===== config.mk =====
export PLATFORM = sky130hd
export DESIGN_NAME = mult_stream_pipe
export DESIGN_NICKNAME = d
export VERILOG_FILES = /design/src/rtl/mult_stream_pipe.sv
export SDC_FILE = /design/constraint.sdc
export NUM_CORES = 1
export LEC_CHECK = 0
export ABC_CLOCK_PERIOD_IN_PS = 5700
export CAP_MARGIN = 25
export CORE_UTILIZATION = 63
export CTS_BUF_LIST = sky130_fd_sc_hd__clkbuf_16
export CTS_CLUSTER_SIZE = 8
export DETAILED_ROUTE_END_ITERATION = 10
export DONT_BUFFER_PORTS = 1
export PLACE_DENSITY = 0.79
export SLEW_MARGIN = 30
export SYNTH_ARGS = -nofsm -noshare
export SYNTH_HDL_FRONTEND = slang
export SYNTH_SLANG_ARGS = --single-unit

===== constraint.sdc =====
create_clock -name CLK -period 5.7 [get_ports CLK]
set_clock_uncertainty 0.05 [all_clocks]
set_input_delay 0.285 -clock CLK [delete_from_list [all_inputs] [get_ports CLK]]
set_output_delay 0.285 -clock CLK [all_outputs]
set_load 0.05 [all_outputs]

===== src/rtl/mult_stream_pipe.sv =====
// Streaming multiplier: input FIFO -> credit-gated multiply pipeline -> output FIFO.
// Define SIGNED_MULT_EN for a two's-complement product (default build is unsigned).
module mult_stream_pipe #(
  parameter int OPW        = 8,
  parameter int IN_DEPTH   = 16,
  parameter int OUT_DEPTH  = 16,
  parameter int MUL_STAGES = 2
) (
  input  logic                           CLK,
  input  logic                           RST,
  input  logic                           WR,
  input  logic [2*OPW-1:0]               DIN,
  output logic                           FULL,
  output logic [$clog2(IN_DEPTH+1)-1:0]  IN_COUNT,
  input  logic                           RD,
  output logic [2*OPW-1:0]               DOUT,
  output logic                           VALID,
  output logic                           EMPTY,
  output logic [$clog2(OUT_DEPTH+1)-1:0] OUT_COUNT,
  output logic                           OVERFLOW,
  output logic                           UNDERFLOW
);

  localparam int DW  = 2 * OPW;
  localparam int IAW = $clog2(IN_DEPTH);
  localparam int ICW = $clog2(IN_DEPTH + 1);
  localparam int OAW = $clog2(OUT_DEPTH);
  localparam int OCW = $clog2(OUT_DEPTH + 1);

  localparam logic [ICW-1:0] IN_FULL_CNT  = ICW'(IN_DEPTH);
  localparam logic [OCW:0]   OUT_CREDITS  = (OCW + 1)'(OUT_DEPTH);

  // Input FIFO storage and bookkeeping
  logic [DW-1:0]  r_in_mem [IN_DEPTH];
  logic [IAW-1:0] r_in_wptr;
  logic [IAW-1:0] r_in_rptr;
  logic [ICW-1:0] r_in_count;

  // Multiplier pipeline
  logic [OPW-1:0] r_opa;
  logic [OPW-1:0] r_opb;
  logic           r_v0;
  logic [DW-1:0]  r_prod [1:MUL_STAGES];
  logic [MUL_STAGES:1] r_pv;
  logic [OCW-1:0] r_inflight;

  // Output FIFO storage and bookkeeping
  logic [DW-1:0]  r_out_mem [OUT_DEPTH];
  logic [OAW-1:0] r_out_wptr;
  logic [OAW-1:0] r_out_rptr;
  logic [OCW-1:0] r_out_count;

  logic [DW-1:0]  r_dout;
  logic           r_valid;
  logic           r_overflow;
  logic           r_underflow;

  logic           w_in_full;
  logic           w_in_empty;
  logic           w_in_push;
  logic [OCW:0]   w_credit_sum;
  logic           w_credit_ok;
  logic           w_issue;
  logic [DW-1:0]  w_a_ext;
  logic [DW-1:0]  w_b_ext;
  logic [DW-1:0]  w_product;
  logic           w_out_push;
  logic [DW-1:0]  w_out_data;
  logic           w_out_empty;
  logic           w_out_pop;

  assign w_in_full  = (r_in_count == IN_FULL_CNT);
  assign w_in_empty = (r_in_count == '0);
  assign w_in_push  = WR & ~w_in_full;

  // Credits reserve an output slot for every product still in the pipeline.
  assign w_credit_sum = {1'b0, r_out_count} + {1'b0, r_inflight};
  assign w_credit_ok  = (w_credit_sum < OUT_CREDITS);
  assign w_issue      = ~w_in_empty & w_credit_ok;

  assign w_out_push  = r_pv[MUL_STAGES];
  assign w_out_data  = r_prod[MUL_STAGES];
  assign w_out_empty = (r_out_count == '0);
  assign w_out_pop   = RD & ~w_out_empty;

  always_ff @(posedge CLK) begin
    if (w_in_push) begin
      r_in_mem[r_in_wptr] <= DIN;
    end
  end

  always_ff @(posedge CLK or negedge RST) begin
    if (!RST) begin
      r_in_wptr  <= '0;
      r_in_rptr  <= '0;
      r_in_count <= '0;
    end else begin
      if (w_in_push) begin
        r_in_wptr <= r_in_wptr + IAW'(1);
      end
      if (w_issue) begin
        r_in_rptr <= r_in_rptr + IAW'(1);
      end
      case ({w_in_push, w_issue})
        2'b10:   r_in_count <= r_in_count + ICW'(1);
        2'b01:   r_in_count <= r_in_count - ICW'(1);
        default: r_in_count <= r_in_count;
      endcase
    end
  end

  always_ff @(posedge CLK or negedge RST) begin
    if (!RST) begin
      r_opa <= '0;
      r_opb <= '0;
      r_v0  <= 1'b0;
    end else begin
      r_v0 <= w_issue;
      if (w_issue) begin
        {r_opa, r_opb} <= r_in_mem[r_in_rptr];
      end
    end
  end

  // Low 2*OPW bits of the extended product are exact for both signednesses.
`ifdef SIGNED_MULT_EN
  assign w_a_ext = {{OPW{r_opa[OPW-1]}}, r_opa};
  assign w_b_ext = {{OPW{r_opb[OPW-1]}}, r_opb};
`else
  assign w_a_ext = {{OPW{1'b0}}, r_opa};
  assign w_b_ext = {{OPW{1'b0}}, r_opb};
`endif
  assign w_product = w_a_ext * w_b_ext;

  always_ff @(posedge CLK or negedge RST) begin
    if (!RST) begin
      for (int s = 1; s <= MUL_STAGES; s++) begin
        r_prod[s] <= '0;
        r_pv[s]   <= 1'b0;
      end
    end else begin
      r_prod[1] <= w_product;
      r_pv[1]   <= r_v0;
      for (int s = 2; s <= MUL_STAGES; s++) begin
        r_prod[s] <= r_prod[s-1];
        r_pv[s]   <= r_pv[s-1];
      end
    end
  end

  always_ff @(posedge CLK or negedge RST) begin
    if (!RST) begin
      r_inflight <= '0;
    end else begin
      case ({w_issue, w_out_push})
        2'b10:   r_inflight <= r_inflight + OCW'(1);
        2'b01:   r_inflight <= r_inflight - OCW'(1);
        default: r_inflight <= r_inflight;
      endcase
    end
  end

  always_ff @(posedge CLK) begin
    if (w_out_push) begin
      r_out_mem[r_out_wptr] <= w_out_data;
    end
  end

  always_ff @(posedge CLK or negedge RST) begin
    if (!RST) begin
      r_out_wptr  <= '0;
      r_out_rptr  <= '0;
      r_out_count <= '0;
    end else begin
      if (w_out_push) begin
        r_out_wptr <= r_out_wptr + OAW'(1);
      end
      if (w_out_pop) begin
        r_out_rptr <= r_out_rptr + OAW'(1);
      end
      case ({w_out_push, w_out_pop})
        2'b10:   r_out_count <= r_out_count + OCW'(1);
        2'b01:   r_out_count <= r_out_count - OCW'(1);
        default: r_out_count <= r_out_count;
      endcase
    end
  end

  always_ff @(posedge CLK or negedge RST) begin
    if (!RST) begin
      r_dout      <= '0;
      r_valid     <= 1'b0;
      r_overflow  <= 1'b0;
      r_underflow <= 1'b0;
    end else begin
      r_valid <= w_out_pop;
      if (w_out_pop) begin
        r_dout <= r_out_mem[r_out_rptr];
      end
      r_overflow  <= r_overflow  | (WR & w_in_full);
      r_underflow <= r_underflow | (RD & w_out_empty);
    end
  end

  assign FULL      = w_in_full;
  assign IN_COUNT  = r_in_count;
  assign DOUT      = r_dout;
  assign VALID     = r_valid;
  assign EMPTY     = w_out_empty;
  assign OUT_COUNT = r_out_count;
  assign OVERFLOW  = r_overflow;
  assign UNDERFLOW = r_underflow;

endmodule


==> flow_metrics.env <==
export IMPL_top_cell_type_by_total_area_after_synthesis="edfxtp_1"
export IMPL_timing_hold_worst_class="input port to flop"
export IMPL_synthToLayoutAreaGrowth_pct=13.9
export IMPL_gp_congestion=0.839
export IMPL_post_synth_main_area_contributors="edfxtp_1 60%, mux4_2 11%, dfrtp_1 9.9%"
export IMPL_min_delay_start="WR"
export IMPL_boundaryPins=51
export IMPL_crit_top_cell="fa_1"
export IMPL_synthArstFlopShare=0.165
export IMPL_r2r_end="r_prod[29]"
export IMPL_post_route_min_period_ps=4150
export IMPL_drc_errors=0
export IMPL_synth_edf_count=512
export IMPL_route_final_wire_length_microns=55200
export IMPL_cts_root_buf="clkbuf_16"
export IMPL_global_route_wire_length_before_repair_microns=83700
export IMPL_setup_repair_after_global_routing_missed_its_margin="false"
export IMPL_worstSkewPairLatency_ps=600
export IMPL_synth_seq_cells=613
export IMPL_finalPower_mw=17.0
export IMPL_report_final_setup_viol=0
export IMPL_timing_max_transition_violations_final=0
export IMPL_timing_setup_tns_ps=0
export IMPL_path_max_fanout=9
export IMPL_crit_chain="and2_1 > fa_1 > fa_1 > fa_1 > inv_1 > fa_1 > inv_1 > ha_1 > a21oi_1 > and2_1 > a31oi_1 > o311ai_0"
export IMPL_post_cts_resize_count=0
export IMPL_reg2reg_depth=12
export IMPL_yosysUniqueCellTypes=50
export IMPL_core_area_sq_mm=0.0398
export IMPL_routed_via_count=13000
export IMPL_groute_usage_overall=0.279
export IMPL_grt_start_max_net_pins=102
export IMPL_cellPowerDensity_mw_per_mm2=586
export IMPL_full_die_area_sq_mm=0.0413
export IMPL_design_area_sq_mm=0.0290
export IMPL_worst_hold_path_num_cells=2
export IMPL_path_buf_inv=2
export IMPL_max_vdd_ir_drop_mv=0.509
export IMPL_floorplan_die_height_microns=203
export IMPL_layout_drive_gt1_share=0.195
export IMPL_placement_cell_area_sq_mm=0.0263
export IMPL_dominantRegCellSynth="edfxtp_1"
export IMPL_cts_path_max_buffers=3
export IMPL_critical_path_required_ps=6110
export IMPL_syn_cell_area_sq_mm=0.0255
export IMPL_static_leakage_nw=10.7
export IMPL_buffer_ports_inserted=0
export IMPL_worst_slew_pin_transition_ps=965
export IMPL_max_cap_viol_count=0
export IMPL_status="completed"
export IMPL_final_stage_net_count=1576
export IMPL_grt_remaining_overflow=0
export IMPL_tritoncts_clock_tree="done"
export IMPL_min_to="r_in_wptr[0]"
export IMPL_drtPass1Iterations=6
export IMPL_ant_nets=0
export IMPL_path_class="flop to flop"
export IMPL_slowest_delay_ps=500
export IMPL_syn_num_nets=1485
export IMPL_yosys_area_top_type_share=0.603
export IMPL_rrSetupSlack_ps=1550
export IMPL_fmaxAchievable_ghz=0.241
export IMPL_ys_warnings_count=0
export IMPL_cts_reportedPaths_clkPinSlew_ps=50
export IMPL_initialDrtViolationCount=1206
export IMPL_die_x_microns=203
export IMPL_worst_path_dominant_cell_family="adder cells"
export IMPL_htree_levels=3
export IMPL_routed_wire_length_per_instance_microns=27.0
export IMPL_detailed_place_hpwl_microns=28700
export IMPL_layout_filler_cells=2250
export IMPL_timing_critical_path_from_type="flop"
export IMPL_numCtsBuffers=86
export IMPL_dpl_worst_slack_ps=1570
export IMPL_cts_sinks=613
export IMPL_synth_yosys_seq_area_share=0.703
export IMPL_critical_path_reg2reg_startpoint="r_opa[7]"
export IMPL_antenna_found_initial=1
export IMPL_dr_vias_cell=6.38
export IMPL_worst_path_max_delay_cell="fa_1"
export IMPL_first_global_vias=13800
export IMPL_synthesis_area_per_instance_sq_um=18.7
export IMPL_placedCellCount=1868
export IMPL_critical_path_endpoint_type="flop"
export IMPL_timing_final_crit_share=0.728
export IMPL_critical_path_arrival_ps=4560
export IMPL_max_slew_margin_rel=0.354
export IMPL_initial_cell_density_of_the_core=0.640
export IMPL_stdcell_count=2043
export IMPL_postSynthCellCount=1364
export IMPL_post_route_worst_setup_slack_ps=1550
export IMPL_final_hold_viol_count=0
export IMPL_floorplan_rows=73
[per-layer routing]
metal / vias up / part of all wire / routed length (microns) / GRT usage
met1: 6695 / 0.37 / 20300 / 0.350
met4: 0 / 0.038 / 2100 / 0.121
met5: - / 0 / 0 / 0
met2: 715 / 0.52 / 28700 / 0.477
met3: 129 / 0.075 / 4150 / 0.0541
li1: 5486 / - / - / -
[power by group]
part | total [mW] | switching, mW | internal (mW)
sequential | 7.03 | 1.21 | 5.82
combinational | 5.41 | 2.92 | 2.49
clock | 4.57 | 1.82 | 2.75
total | 17.0 | 5.95 | 11.1
[flip-flops by register name, indices dropped and copies added (netlist names), 8 cells and up]
name	flops
r_opb	8
r_out_mem	256
DOUT	16
r_prod	16
r_in_mem	256
r_opa	8
w_out_data	16
[synth_stat cells (2+ instances only)]
library cell  count
o211ai_1          2
inv_1            72
nand2b_1         21
dfrtp_1         101
ha_1             62
a22o_1           16
xnor2_1          20
a21bo_2           2
and3_1            3
buf_2            21
mux2i_1          33
nand3_1           7
nand2_1          44
a31o_2            2
edfxtp_1        512
fa_1             39
o21ai_1          10
xor2_1           14
a21oi_1          16
o22ai_1          15
and2_1           58
nor2b_1           7
nor3_1           12
nand4_1           5
nor2_1           31
buf_1             4
mux4_2          129
a221oi_1         17
clkbuf_1         27
o21ai_0          17
buf_6             2
a211oi_1          2
a21o_1           24
[layout by cell type, fill, tap and decap left out, types with 3 or more instances in the layout]
cell type	count
buf_4	34
clkinv_8	3
o21ai_0	17
clkbuf_16	88
o22ai_1	15
nor3_4	3
mux2i_1	33
edfxtp_1	512
ha_1	62
xnor2_1	20
nor3_2	5
nor3_1	4
mux4_2	129
o21ai_1	10
nand2b_1	21
nor2b_1	6
inv_1	130
dfrtp_2	3
and2_1	58
nand2_1	44
a22o_1	16
dlygate4sd3_1	19
nand3_1	7
a221oi_1	17
nor2_1	19
and3_1	3
a21o_1	24
dfrtp_1	96
xor2_1	14
nor2_4	3
a21oi_1	16
nor2_2	9
fa_1	39
nand4_1	5
[area by class of cell]
cell class	instances	area [sq um]	area share
diodes	2	5.00	0.000172
clock buffers	88	2200	0.0759
clock inverters	61	267	0.00919
inverters	73	277	0.00953
multi-input cells	623	7160	0.247
flip-flops and latches	613	17900	0.617
well taps	525	657	0.0226
repair buffers	58	538	0.0185
[through the flow]
step / utilization / hold WS, ps
after floorplan: - / -60.6
after global placement: 0.659 / -58.3
after detailed placement: 0.659 / -57.8
after CTS: 0.727 / 48.5
after global routing: 0.729 / 93.0
final: 0.729 / 79.5
[worst max path at each step]
stage | start | end | depth (start not counted)
3_3_place_gp | r_opb[2] | r_prod[31] | 13
6_report | r_opa[7] | r_prod[29] | 12
4_1_cts | r_opa[5] | r_prod[31] | 13
5_1_grt | r_opa[4] | r_prod[29] | 12
2_1_floorplan | r_opa[5] | r_prod[31] | 14
3_5_place_dp | r_opa[5] | r_prod[31] | 13
[cells by family (layout without fill, tap and decap cells)]
kind of cell	after synthesis	count (layout)	share of synthesized area
flip-flops	613	613	0.703
AND/OR/NAND/NOR	194	194	0.0401
multiplexers	163	163	0.127
AO/OA/AOI/OAI	131	131	0.0364
buffers and inverters	128	280	0.0207
adder cells (fa/ha/maj)	101	101	0.0611
XOR/XNOR	34	34	0.0117
other	0	2	0
[worst reg2reg max path, delay by kind of cell, from the launching register on]
family,cells,cell delay (ps)
AOI/OAI and AO/OA,3,850
adders and majority gates,5,2170
buffers and inverters,2,90
DFF,1,450
and+or+nand+nor,2,390
[what timing repair did]
| action | in CTS | in global routing |
|---|---|---|
| hold buffers | 20 | 0 |
| hold endpoints to repair | 360 | 0 |
| endpoints found under the setup margin | 0 | 0 |
| buffers inserted | 0 | 0 |
Power figures use the tool's default switching activity.
